**src/rtl/store_write_buffer.sv**
```systemverilog
// rtl/store_write_buffer.sv - store write buffer with in-order memory drain and load forwarding
//
// Purpose: holds up to DEPTH pipeline stores in a circular FIFO, writes them to
// the memory port oldest-first whenever the cache fill logic is not using it,
// spaces consecutive writes with WR_GAP idle cycles, and forwards the youngest
// buffered store data to a load hitting the same word address.
//
// Ports:
//   clk, rst              clock, asynchronous active-low reset
//   enq_valid/addr/data   store request from the pipeline
//   full, empty, count    occupancy status (registered state only)
//   mem_busy              memory port owned by cache fill logic
//   mem_wen/addr/data     one-cycle write strobe and payload (zero when idle)
//   ld_addr               load address to check against buffered stores
//   fwd_hit, fwd_data     forwarding result (combinational)

module store_write_buffer #(
  parameter int DEPTH  = 4,
  parameter int WR_GAP = 1
) (
  input  logic                   clk,
  input  logic                   rst,
  input  logic                   enq_valid,
  input  logic [15:0]            enq_addr,
  input  logic [15:0]            enq_data,
  output logic                   full,
  output logic                   empty,
  output logic [$clog2(DEPTH):0] count,
  input  logic                   mem_busy,
  output logic                   mem_wen,
  output logic [15:0]            mem_addr,
  output logic [15:0]            mem_data,
  input  logic [15:0]            ld_addr,
  output logic                   fwd_hit,
  output logic [15:0]            fwd_data
);

  localparam int PW = $clog2(DEPTH);
  localparam int CW = PW + 1;

  localparam logic [1:0] ST_IDLE  = 2'd0;
  localparam logic [1:0] ST_ISSUE = 2'd1;
  localparam logic [1:0] ST_GAP   = 2'd2;

  logic [15:0]   addr_q [DEPTH];
  logic [15:0]   data_q [DEPTH];
  logic [PW-1:0] head;
  logic [PW-1:0] tail;
  logic [1:0]    state;
  logic [2:0]    gap_cnt;
  logic          push;
  logic          pop;
  logic [PW-1:0] fwd_idx;

  assign full  = (count == CW'(DEPTH));
  assign empty = (count == '0) && (state == ST_IDLE);

  // A full buffer ignores the request; the requester holds it until full falls.
  assign push = enq_valid && !full;
  // The head entry is consumed at the end of its single ISSUE cycle.
  assign pop  = (state == ST_ISSUE);

  assign mem_wen  = (state == ST_ISSUE);
  assign mem_addr = mem_wen ? addr_q[head] : 16'h0000;
  assign mem_data = mem_wen ? data_q[head] : 16'h0000;

  // Entry payloads are not reset; validity comes only from head/count.
  always_ff @(posedge clk) begin
    if (push) begin
      addr_q[tail] <= enq_addr;
      data_q[tail] <= enq_data;
    end
  end

  always_ff @(posedge clk or negedge rst) begin
    if (!rst) begin
      head    <= '0;
      tail    <= '0;
      count   <= '0;
      state   <= ST_IDLE;
      gap_cnt <= '0;
    end else begin
      if (push) tail <= tail + PW'(1);
      if (pop)  head <= head + PW'(1);
      count <= count + CW'(push) - CW'(pop);

      case (state)
        ST_IDLE: begin
          if (count != '0 && !mem_busy) state <= ST_ISSUE;
        end
        ST_ISSUE: begin
          if (WR_GAP > 0) begin
            state   <= ST_GAP;
            gap_cnt <= 3'(WR_GAP);
          end else begin
            state <= ST_IDLE;
          end
        end
        ST_GAP: begin
          if (gap_cnt <= 3'd1) begin
            state   <= ST_IDLE;
            gap_cnt <= '0;
          end else begin
            gap_cnt <= gap_cnt - 3'd1;
          end
        end
        default: state <= ST_IDLE;
      endcase
    end
  end

  // Scan valid slots oldest to youngest so the last match (youngest) wins.
  // The head stays valid through its ISSUE cycle; a same-cycle enqueue is
  // not yet counted and therefore never compared.
  always_comb begin
    fwd_hit  = 1'b0;
    fwd_data = 16'h0000;
    fwd_idx  = '0;
    for (int i = 0; i < DEPTH; i++) begin
      fwd_idx = head + PW'(i);
      if ((CW'(i) < count) && (addr_q[fwd_idx] == ld_addr)) begin
        fwd_hit  = 1'b1;
        fwd_data = data_q[fwd_idx];
      end
    end
  end

endmodule

```
**config.mk**
```make
export PLATFORM = sky130hd
export DESIGN_NAME = store_write_buffer
export DESIGN_NICKNAME = d
export VERILOG_FILES = /design/src/rtl/store_write_buffer.sv
export SDC_FILE = /design/constraint.sdc
export NUM_CORES = 1
export LEC_CHECK = 0
export ABC_AREA = 1
export CAP_MARGIN = 40
export CORE_MARGIN = 3
export CORE_UTILIZATION = 55
export CTS_CLUSTER_SIZE = 24
export DETAILED_ROUTE_END_ITERATION = 12
export HOLD_SLACK_MARGIN = 0.1
export PLACE_DENSITY = 0.78
export SETUP_SLACK_MARGIN = 0.2
export SLEW_MARGIN = 20
export SYNTH_ARGS = -nofsm -noshare
export SYNTH_HDL_FRONTEND = slang
export SYNTH_SLANG_ARGS = --single-unit
```
**constraint.sdc**
```tcl
create_clock -name clk -period 7.23 [get_ports clk]
set_input_delay 2.169 -clock clk [delete_from_list [all_inputs] [get_ports clk]]
set_output_delay 2.169 -clock clk [all_outputs]
set_load 0.03 [all_outputs]
```
==> impl_results.md, run 1 <==
* Largest net degree at the start of global routing at 98
* Count of antenna diodes in the layout at 0
* Number of synthesized flops with an enable pin at 128
* Syn nets at 1493
* Combinational family with the most area after synthesis: simple AND/OR/NAND/NOR gates
* Clock latency of the later-clocked register in the worst-skew pair at ~0.42 ns
* Pleak at 5.29 nW
* Relative max-transition margin at 45.0%
* Combinational share of power at 58.8%
* DR vias at 9436
* Die Y at around 140 um
* Post-Route Utilization at 65.9%
* Cell area power density at 437 nW/um^2
* Global-route wire length before repair at 41.3 mm
* Count of hold buffers inserted by post-cts repair at 0
* Horizontal die dimension at 140 um
* Netlist area before placement at 9830 um^2
* Register bit total from synthesis at 140
* TritonCTS clock tree: done
* Max-capacitance violation count at 0
* Post-route setup TNS at 0 ns
* Kind of end point of the critical path: output port
* Maximum single-stage delay on the critical path at ~0.60 ns
* Half-perimeter wire length after placement at ~18 mm
* DRT antenna net count at 0
* Post-Synth Simple-Gate Area at 34.5%
* Run status: finished, final reports clean
* Shortest clock period the worst path allows after layout at 6.66 ns
* Startpoint type of the worst setup path: primary input
* Final standard cell area without fillers at between 10000 and 15000 um^2
* Worst slew pin tran at 0.822 ns
* Root buf cell: sky130_fd_sc_hd__clkbuf_16
* Primary FF master, synth: sky130_fd_sc_hd__edfxtp_1
* Cell with the most instances on the worst path: sky130_fd_sc_hd__nor2_1
* Seq/Total Area, Yosys at between 40% and 50%
* Average routed wire per standard cell at 15.1 um
* Clk slew on worst S/H paths at ~0.060 ns
* Type of the worst min-delay path: register to register
* Area added between synthesis and finish at 16.8%
* Number of instances resized during post-cts repair at 0
* Clock skew at 0.00635 ns
* Post-synthesis cell type count at 39
* Cell-internal power at 2.52 mW
* Critical path class: primary input to output port
* Initial Utilization at between 50% and 60%
* Proportion of synthesized flip-flops having asynchronous set or reset at 8.57%
* Max Slew Vio Count at 0
* Post-synthesis share of cell area spent on xor and xnor gates at 1.16%
* Synth Area per Inst at 6.89 um^2
* Antenna violations before repair at 4
* Postcts setup bufs at 0
* Top achievable clock speed at 0.150 GHz
* Largest fanout of any net on the critical path at 17
* Number of buffers inserted by port buffering at approximately 110
* Total global-route track usage at a little over a quarter
* Unrepaired setup endpoints after global routing: no
* Family with the most delay on the worst path: simple AND/OR/NAND/NOR gates
* Peak supply drop at 0.000373 V
* Worst-case clock buffer depth at 2
* Share of the synthesized area in compound gates (AO/OA/AOI/OAI) at about a tenth
* Proportion of power drawn by the clock network at around 17%
* H-tree depth at 4
* Final setup vio count at 0
* Buffers & Inverters on Critical Path at 3
* Fraction of layout cells with a size suffix above 1 at approximately 5.2%
* Critical Path AT at 4.49 ns
* Mux cell area share after synthesis at 0%
* Row Count at 48
* Period utilization at 92.1%
* DR pass1 iterations at 5
* Switching power as a share of total power at 49.8%
* Count of pins on the block boundary at approximately 110
* Via count of the first global-routing pass at around 8400
* Sequential group share of total power at between 20% and 30%
* Placeable core region at 17400 um^2
* Area after detailed placement at 10900 um^2
* Nets@finish at ~1600
* Detailed Route Iter0 Violations at 908
* Synth warn at 0
* Count of endpoints failing hold in the final timing report at 0
* Switching power at between 2 and 3 mW
* Average vias per placed instance at 5.44
* Final WL at 26.1 mm
* Worst Path Required at just over 5 ns
* GP Congestion at 1.02
* Fraction of the mapped netlist area in adder cells at 1.86%
* Post-synthesis cell count at 1427
* Total clock sinks at 140
* Remaining routing DRC violations at 0
* Floorplan die area at between 15000 and 20000 um^2
* Critical-path cell list: clkdlybuf4s50_1, inv_1, nand3_1, nand2_1, nor2_1, nand4_1, nor2_1, nand3_2, nor2_1, nor2_1, nand2_1, nand2_1, buf_4
* Worst-path cell with the longest stage delay: sky130_fd_sc_hd__clkdlybuf4s50_1
* GR Overflow Total at 0
* Number of buffers created by CTS at 17
## final timing paths
path                             start  slack [ns]     endpoint  depth (start not counted)
setup / recovery           ld_addr[15]        0.57  fwd_data[2]                         13
hold / removal                state[1]        0.52     state[1]                          2
setup reg to reg               head[0]        4.62      head[1]                          5
hold reg to reg               state[1]        0.52     state[1]                          2
max in group asynchronous          rst        4.68      head[0]                          1
min in group asynchronous          rst        2.12   gap_cnt[2]                          1
## sequential cells by signal, indices dropped and copies added, names as in the netlist
register,flops
head,2
tail,2
data_q,64
addr_q,64
gap_cnt,3
state,2
count,3
## stage by stage
step | total power [mW] | hold slack, ns | worst slack [ns] | cells
2_1_floorplan | 3.36 | 0.478 | 1.58 | 1427
3_3_place_gp | 4.04 | 0.499 | 0.705 | 1702
3_5_place_dp | 4.10 | 0.512 | 0.694 | 1702
4_1_cts | 4.97 | 0.528 | 0.684 | 1734
5_1_grt | 5.44 | 0.559 | 0.288 | 1735
6_report | 5.02 | 0.524 | 0.570 | 1735
## worst reg2reg max path, cell delays in order, from the launching register on
cell	delay [ns]
sky130_fd_sc_hd__dfrtp_4	0.73
sky130_fd_sc_hd__inv_2	0.44
sky130_fd_sc_hd__nand2_1	0.12
sky130_fd_sc_hd__nand2_2	0.62
sky130_fd_sc_hd__buf_4	0.43
sky130_fd_sc_hd__o21ai_0	0.13
## final cells by class
| type | instances | area, um^2 |
|---|---|---|
| Clock buffer | 20 | 447 |
| Clock inverter | 12 | 140 |
| Fill cell | 1539 | 5930 |
| Inverter | 168 | 633 |
| Multi-Input combinational cell | 1049 | 4680 |
| Sequential cell | 140 | 4150 |
| Tap cell | 225 | 282 |
| Timing Repair Buffer | 121 | 1150 |
## layout by cell type (no fill, tap or decap), types with 2 or more instances in the layout
master	synthesis	final
sky130_fd_sc_hd__nand2_1	544	544
sky130_fd_sc_hd__inv_1	165	165
sky130_fd_sc_hd__o21ai_0	148	148
sky130_fd_sc_hd__nor2_1	134	130
sky130_fd_sc_hd__edfxtp_1	128	128
sky130_fd_sc_hd__nand3_1	124	124
sky130_fd_sc_hd__clkdlybuf4s50_1	0	89
sky130_fd_sc_hd__buf_4	13	31
sky130_fd_sc_hd__o21ai_1	18	18
sky130_fd_sc_hd__clkbuf_16	0	17
sky130_fd_sc_hd__ha_1	13	13
sky130_fd_sc_hd__xor2_1	12	12
sky130_fd_sc_hd__dfrtp_1	12	11
sky130_fd_sc_hd__nand4_1	10	10
sky130_fd_sc_hd__o211ai_1	9	9
sky130_fd_sc_hd__a21oi_1	7	7
sky130_fd_sc_hd__nor2_4	2	6
sky130_fd_sc_hd__clkinvlp_4	0	6
sky130_fd_sc_hd__nor3_1	5	5
sky130_fd_sc_hd__and2_1	4	4
sky130_fd_sc_hd__clkinv_4	0	3
sky130_fd_sc_hd__nand2_2	2	2
sky130_fd_sc_hd__or2_2	2	2
sky130_fd_sc_hd__nand3_2	2	2
sky130_fd_sc_hd__nand3b_1	2	2
sky130_fd_sc_hd__clkbuf_1	17	2
sky130_fd_sc_hd__bufinv_16	0	2
## cell families after synthesis
| family | Yosys count |
|---|---|
| compound gates | 186 |
| flops | 140 |
| fa+ha+maj | 14 |
| simple gates | 836 |
| buf+inv | 238 |
| xor+xnor | 13 |
## layer usage
metal	GRT usage [%]	wire, um	vias to the layer above
met5	0	49	-
met4	9.28	478	8
met3	5.70	2660	49
met2	41.0	11700	449
met1	36.9	11200	4218
li1	-	-	4712
## power by group through the flow
stage | combinational (mW) | clock (mW) | sequential [mW]
2_1_floorplan | 2.19 | 0 | 1.17
3_3_place_gp | 2.83 | 0 | 1.21
3_5_place_dp | 2.88 | 0 | 1.22
4_1_cts | 2.90 | 0.869 | 1.20
5_1_grt | 3.30 | 0.909 | 1.23
6_report | 2.95 | 0.866 | 1.20
## cell usage after synthesis, drive strengths merged, types with 2 or more instances
| cell type | instances | share of area (%) |
|---|---|---|
| edfxtp | 128 | 39 |
| o21ai | 166 | 8.5 |
| nand4 | 10 | 0.64 |
| nand2 | 546 | 21 |
| nor3 | 6 | 0.36 |
| xor2 | 12 | 1.1 |
| and2 | 4 | 0.25 |
| inv | 167 | 6.4 |
| or2 | 3 | 0.19 |
| nor2 | 137 | 5.4 |
| nand3 | 126 | 6.5 |
| a21oi | 7 | 0.36 |
| o211ai | 9 | 0.69 |
| clkbuf | 17 | 0.65 |
| nand3b | 2 | 0.15 |
| ha | 13 | 1.7 |
| buf | 53 | 3.4 |
| dfrtp | 12 | 3.1 |
(Power assumes the default switching activity.)
==> run 2: changes to the inputs <==
--- a/config.mk
+++ b/config.mk
@@ -13,6 +13,7 @@
 export DETAILED_ROUTE_END_ITERATION = 12
 export HOLD_SLACK_MARGIN = 0.1
 export PLACE_DENSITY = 0.78
+export RECOVER_POWER = 25
 export SETUP_SLACK_MARGIN = 0.2
 export SLEW_MARGIN = 20
 export SYNTH_ARGS = -nofsm -noshare
==> run 2 against run 1 <==
  * Combinational power is essentially flat
  * Critical path depth is 1 higher
  * Worst hold slack gained 0.0014 ns
  * Fmax is 0.15% lower
  * Final cell count is the same
  * Clock power about the same
  * Cell area is the same
  * Core utilization did not move
  * Sequential share of layout area unchanged
  * First-iteration DRC count decreased by 2.5%
  * Critical endpoint is now fwd_data[1]
  * Largest power group unchanged
==> impl_results.md, run 2 (synthesis results as in run 1) <==
* Row Count at 48
* Number of buffers inserted by port buffering at 106
* Largest fanout of any net on the critical path at 17
* Antenna violations before repair at 6
* Count of pins on the block boundary at 107
* Initial Utilization at 56.4%
* Worst hold path endpoint: state[1]
* Postcts setup bufs at 0
* Area added between synthesis and finish at 16.8%
* End of the worst register-to-register path: head[1]
* Period utilization at 92.3%
* Clock latency of the later-clocked register in the worst-skew pair at 0.43 ns
* Post-route setup TNS at 0 ns
* DRT antenna net count at 0
* Final Power at 5.03 mW
* Relative max-transition margin at 44.9%
* Startpoint type of the worst setup path: primary input
* DR vias at 9459
* Placeable core region at 17400 um^2
* Setup slack at placement at 0.694 ns
* Fraction of layout cells with a size suffix above 1 at 5.23%
* Dpl cells at 1702
* H-tree depth at 4
* Half-perimeter wire length after placement at 18.4 mm
* Count of antenna diodes in the layout at 0
* Horizontal die dimension at 140 um
* Root buf cell: sky130_fd_sc_hd__clkbuf_16
* Setup ws final at around 0.56 ns
* Worst Hold Slack at 0.526 ns
* Detailed Route Iter0 Violations at 885
* Number of buffers created by CTS at 17
* Largest net degree at the start of global routing at 98
* Most frequent cells in the layout: sky130_fd_sc_hd__nand2_1, sky130_fd_sc_hd__inv_1, sky130_fd_sc_hd__o21ai_0, sky130_fd_sc_hd__nor2_1, sky130_fd_sc_hd__edfxtp_1
* Count of placed standard cells in the final layout, fillers left out at 1735
* Largest registers in the final layout: addr_q: 64 flops, data_q: 64 flops
* Worst Path Required at 5.06 ns
* Run status: finished, final reports clean
* Pleak at 5.30 nW
* Shortest clock period the worst path allows after layout at 6.67 ns
* Total global-route track usage at about a quarter
* Die Y at 140 um
* Setup slack of the most critical reg-to-reg path at ~4.6 ns
* Nets@finish at 1563
* Worst slew pin tran at 0.824 ns
* Unrepaired setup endpoints after global routing: no
* GR Overflow Total at 0
* GP Congestion at 1.02
* Via count of the first global-routing pass at 8386
* DR pass1 iterations at 6
* Remaining routing DRC violations at 0
* Total clock sinks at 140
* Worst-case clock buffer depth at 2
* Min-Delay Startpoint: state[1]
* Startpoint of the lowest-slack register-to-register path: head[0]
* Kind of end point of the critical path: output port
* Floorplan die area at ~20000 um^2
* Count of endpoints failing hold in the final timing report at 0
* Peak supply drop at 0.000375 V
* Cell depth of the worst min-delay path at 2
* Final setup vio count at 0
* Critical path class: primary input to output port
* Cell area power density at about 440 nW/um^2
* Top achievable clock speed at roughly 0.15 GHz
* Type of the worst min-delay path: register to register
* Number of instances resized during post-cts repair at 0
* Most frequent standard cell in the layout excluding fill and tap cells: sky130_fd_sc_hd__nand2_1
* Critical Path AT at 4.50 ns
* Count of hold buffers inserted by post-cts repair at 0
* Final WL at about 26 mm
* Cell depth of the worst flop-to-flop path at 5
* Max Slew Vio Count at 0
* Clock skew at 0.00807 ns
* Average vias per placed instance at roughly 5.5
* TritonCTS clock tree: done
* Global-route wire length before repair at 41.3 mm
* Clk slew on worst S/H paths at 0.06 ns
* Max-capacitance violation count at 0
* Average routed wire per standard cell at around 15 um
[run 2: metal layers]
layer | wire, um | vias to the layer above | GRT usage, %
met5 | 70 | - | 0
met4 | 575 | 12 | 9.28
met3 | 2640 | 59 | 5.70
li1 | - | 4716 | -
met2 | 11800 | 444 | 41.0
met1 | 11200 | 4228 | 36.9
[run 2: worst max-delay path by stage]
stage | from | endpoint | slack [ns] | cells after the start
after detailed placement | ld_addr[15] | fwd_data[3] | 0.69 | 13
after floorplan | ld_addr[2] | fwd_data[10] | 1.58 | 12
final | ld_addr[1] | fwd_data[1] | 0.56 | 14
after global placement | ld_addr[2] | fwd_data[15] | 0.70 | 12
after CTS | ld_addr[15] | fwd_data[3] | 0.68 | 13
after global routing | ld_addr[15] | fwd_data[9] | 0.29 | 13
[run 2: cell type report]
type                            instances  area [um^2]
Fill cell                            1539         5930
Multi-Input combinational cell       1049         4680
Sequential cell                       140         4150
Timing Repair Buffer                  121         1150
Inverter                              168          633
Clock buffer                           20          447
Tap cell                              225          282
Clock inverter                         12          140
[run 2: power by group]
group / total (mW) / internal [mW] / switching, mW
Sequential: 1.21 / 1.08 / 0.127
Combinational: 2.95 / 0.922 / 2.03
Clock: 0.868 / 0.519 / 0.349
Total: 5.03 / 2.52 / 2.51
[run 2: per-stage QoR]
stage / area (um^2) / util, %
after CTS: 11500 / 65.8
after global placement: 10900 / 62.4
after detailed placement: 10900 / 62.4
after floorplan: 9830 / -
after global routing: 11500 / 65.9
final: 11500 / 65.9
[run 2: critical path, stage by stage]
cell,delay (ns)
sky130_fd_sc_hd__clkdlybuf4s50_1,0.59
sky130_fd_sc_hd__inv_1,0.13
sky130_fd_sc_hd__nand2_1,0.10
sky130_fd_sc_hd__nand2_1,0.05
sky130_fd_sc_hd__nor2_1,0.08
sky130_fd_sc_hd__nand2_1,0.05
sky130_fd_sc_hd__nor2_1,0.23
sky130_fd_sc_hd__nand2_1,0.14
sky130_fd_sc_hd__nor2_4,0.41
sky130_fd_sc_hd__nand3_1,0.12
sky130_fd_sc_hd__nand2_1,0.15
sky130_fd_sc_hd__nand2_1,0.06
sky130_fd_sc_hd__nand2_1,0.06
sky130_fd_sc_hd__buf_4,0.16
==> run 3: changes to the inputs <==
--- a/config.mk
+++ b/config.mk
@@ -7,7 +7,6 @@
 export LEC_CHECK = 0
 export ABC_AREA = 1
 export CAP_MARGIN = 40
-export CORE_MARGIN = 3
 export CORE_UTILIZATION = 55
 export CTS_CLUSTER_SIZE = 24
 export DETAILED_ROUTE_END_ITERATION = 12
==> run 3 against run 2 <==
  * Fmax up 1.0%
  * Clock-buffer cell count down 2
  * Largest power group unchanged
  * Wire length down 1.2%
  * Non-clock buffer count down 1
  * Sequential cell count unchanged
  * Worst setup slack better by 0.066 ns
  * Via count down 2.7%
  * First-iteration DRC count up 3.2%
  * Combinational power about the same
  * Core utilization up 0.28 points
  * Highest routed layer is now met4
  * Sequential power about the same
==> impl_results.md, run 3 (synthesis results as in run 1) <==
* Final setup vio count at 0
* Final standard cell area without fillers at 11500 um^2
* Area added between synthesis and finish at 16.9%
* Most frequent cells in the layout: sky130_fd_sc_hd__nand2_1, sky130_fd_sc_hd__inv_1, sky130_fd_sc_hd__o21ai_0, sky130_fd_sc_hd__nor2_1, sky130_fd_sc_hd__edfxtp_1
* Period utilization at 91.3%
* Count of hold buffers inserted by post-cts repair at 0
* Startpoint type of the worst setup path: primary input
* Count of pins on the block boundary at roughly 110
* DR vias at roughly 9200
* Clock latency of the later-clocked register in the worst-skew pair at roughly 0.43 ns
* Max Slew Vio Count at 0
* TritonCTS clock tree: done
* Cell area power density at 440 nW/um^2
* Type of the worst min-delay path: register to register
* Worst Hold Slack at 0.528 ns
* Final WL at 26.0 mm
* Setup slack at placement at ~0.68 ns
* Via count of the first global-routing pass at about 8100
* Relative max-transition margin at 49.5%
* Placeable core region at 17400 um^2
* Run status: finished, final reports clean
* Remaining routing DRC violations at 0
* Critical Path AT at 4.43 ns
* Top achievable clock speed at 0.151 GHz
* Clock skew at 0.00818 ns
* Postcts setup bufs at 0
* Horizontal die dimension at ~140 um
* Peak supply drop at 0.000389 V
* Clk slew on worst S/H paths at approximately 0.060 ns
* Worst-path cell with the longest stage delay: sky130_fd_sc_hd__clkdlybuf4s50_1
* Number of buffers inserted by port buffering at approximately 110
* Row Count at 48
* Count of endpoints failing hold in the final timing report at 0
* Global-route wire length before repair at 41.2 mm
* Most frequent standard cell in the layout excluding fill and tap cells: sky130_fd_sc_hd__nand2_1
* Worst Path Required at 5.06 ns
* # fillers at 1563
* Total clock sinks at between 100 and 150
* Largest registers in the final layout: addr_q: 64 flops, data_q: 64 flops
* Antenna violations before repair at 1
* Count of placed standard cells in the final layout, fillers left out at 1734
* Total global-route track usage at around 29%
* GR Overflow Total at 0
* Post-route setup TNS at 0 ns
* Dpl cells at around 1700
* DR pass1 iterations at 6
* GP Congestion at ~0.94
* Average vias per placed instance at 5.31
* Worst slew pin tran at 0.755 ns
* Root buf cell: sky130_fd_sc_hd__clkbuf_16
* Largest net degree at the start of global routing at 90
* Die Y at 136 um
* Setup ws final at 0.626 ns
* Cell with the most instances on the worst path: sky130_fd_sc_hd__nand2_1
* Initial Utilization at a little under three fifths
* Floorplan die area at ~18000 um^2
* DRT antenna net count at 0
* Count of antenna diodes in the layout at 0
* Average routed wire per standard cell at 15.0 um
* Area after detailed placement at 10900 um^2
* Number of buffers created by CTS at 17
* Max-capacitance violation count at 0
* Maximum single-stage delay on the critical path at 0.61 ns
* Detailed Route Iter0 Violations at 913
* Unrepaired setup endpoints after global routing: no
* Final Power at 5.06 mW
* Shortest clock period the worst path allows after layout at 6.60 ns
* Critical-path cell list: clkdlybuf4s50_1, inv_1, nand3_1, nand2_1, inv_1, nand2_1, nor2_1, nand2_1, nor2_4, nand3_1, nand2_1, nand2_1, nand2_1, buf_4
* Critical path class: primary input to output port
* Fraction of layout cells with a size suffix above 1 at 5.10%
* Worst-case clock buffer depth at 2
* Pleak at about 5.3 nW
* H-tree depth at 4
* Largest fanout of any net on the critical path at 17
* Post-Route Utilization at 66.2%
* Buffers & Inverters on Critical Path at 4
* Kind of end point of the critical path: output port
* Family with the most delay on the worst path: simple AND/OR/NAND/NOR gates
* Nets@finish at ~1600
* Half-perimeter wire length after placement at 18.2 mm
* Number of instances resized during post-cts repair at 0
==> run 3: changes by cell type in the layout (fill, tap and decap cells not counted) <==
cell                              previous run  this run
sky130_fd_sc_hd__buf_12                      0         1
sky130_fd_sc_hd__buf_16                      1         0
sky130_fd_sc_hd__buf_4                      31        30
sky130_fd_sc_hd__bufinv_16                   2         3
sky130_fd_sc_hd__clkbuf_1                    2         1
sky130_fd_sc_hd__clkbuf_8                    1         0
sky130_fd_sc_hd__clkdlybuf4s50_1            68        69
sky130_fd_sc_hd__clkinv_1                    1         3
sky130_fd_sc_hd__clkinv_4                    3         4
sky130_fd_sc_hd__clkinvlp_4                  6         0
sky130_fd_sc_hd__dlygate4sd3_1              21        20
sky130_fd_sc_hd__inv_6                       1         3
sky130_fd_sc_hd__inv_8                       0         2
==> run 3: area by class of cell <==
type	instances	area [um^2]	share of cell area, %
inverters	168	633	5.51
clock inverters	14	181	1.58
well taps	225	282	2.45
flip-flops and latches	140	4150	36.1
clock buffers	18	429	3.73
multi-input cells	1049	4680	40.8
repair buffers	120	1140	9.88
==> run 3: routing by layer <==
layer,global-route usage (%),up-vias,wire (um)
li1,-,4708,-
met4,9.11,0,364
met5,0,-,0
met1,42.3,4104,11700
met2,44.4,360,11700
met3,5.72,34,2210
==> run 3: worst paths after layout <==
check                             from     endpoint  slack (ns)  depth (start not counted)
max                        ld_addr[13]  fwd_data[0]        0.63                         14
min reg2reg                   state[1]     state[1]        0.53                          2
min                           state[1]     state[1]        0.53                          2
max reg2reg                    head[1]      head[1]        4.69                          5
min in group asynchronous          rst   gap_cnt[2]        2.12                          1
max in group asynchronous          rst      head[0]        4.67                          1
==> run 3: report_power, final <==
group | internal (mW) | switching (mW)
Clock | 0.550 | 0.366
Sequential | 1.08 | 0.141
Combinational | 0.912 | 2.01
==> run 3: worst register-to-register path, cell delays in order, from the launching register on <==
cell and delay [ns]:
sky130_fd_sc_hd__dfrtp_1 0.79, sky130_fd_sc_hd__buf_4 0.38, sky130_fd_sc_hd__nand2_1 0.10, sky130_fd_sc_hd__nand2_2 0.58
sky130_fd_sc_hd__buf_4 0.43, sky130_fd_sc_hd__o21ai_0 0.13
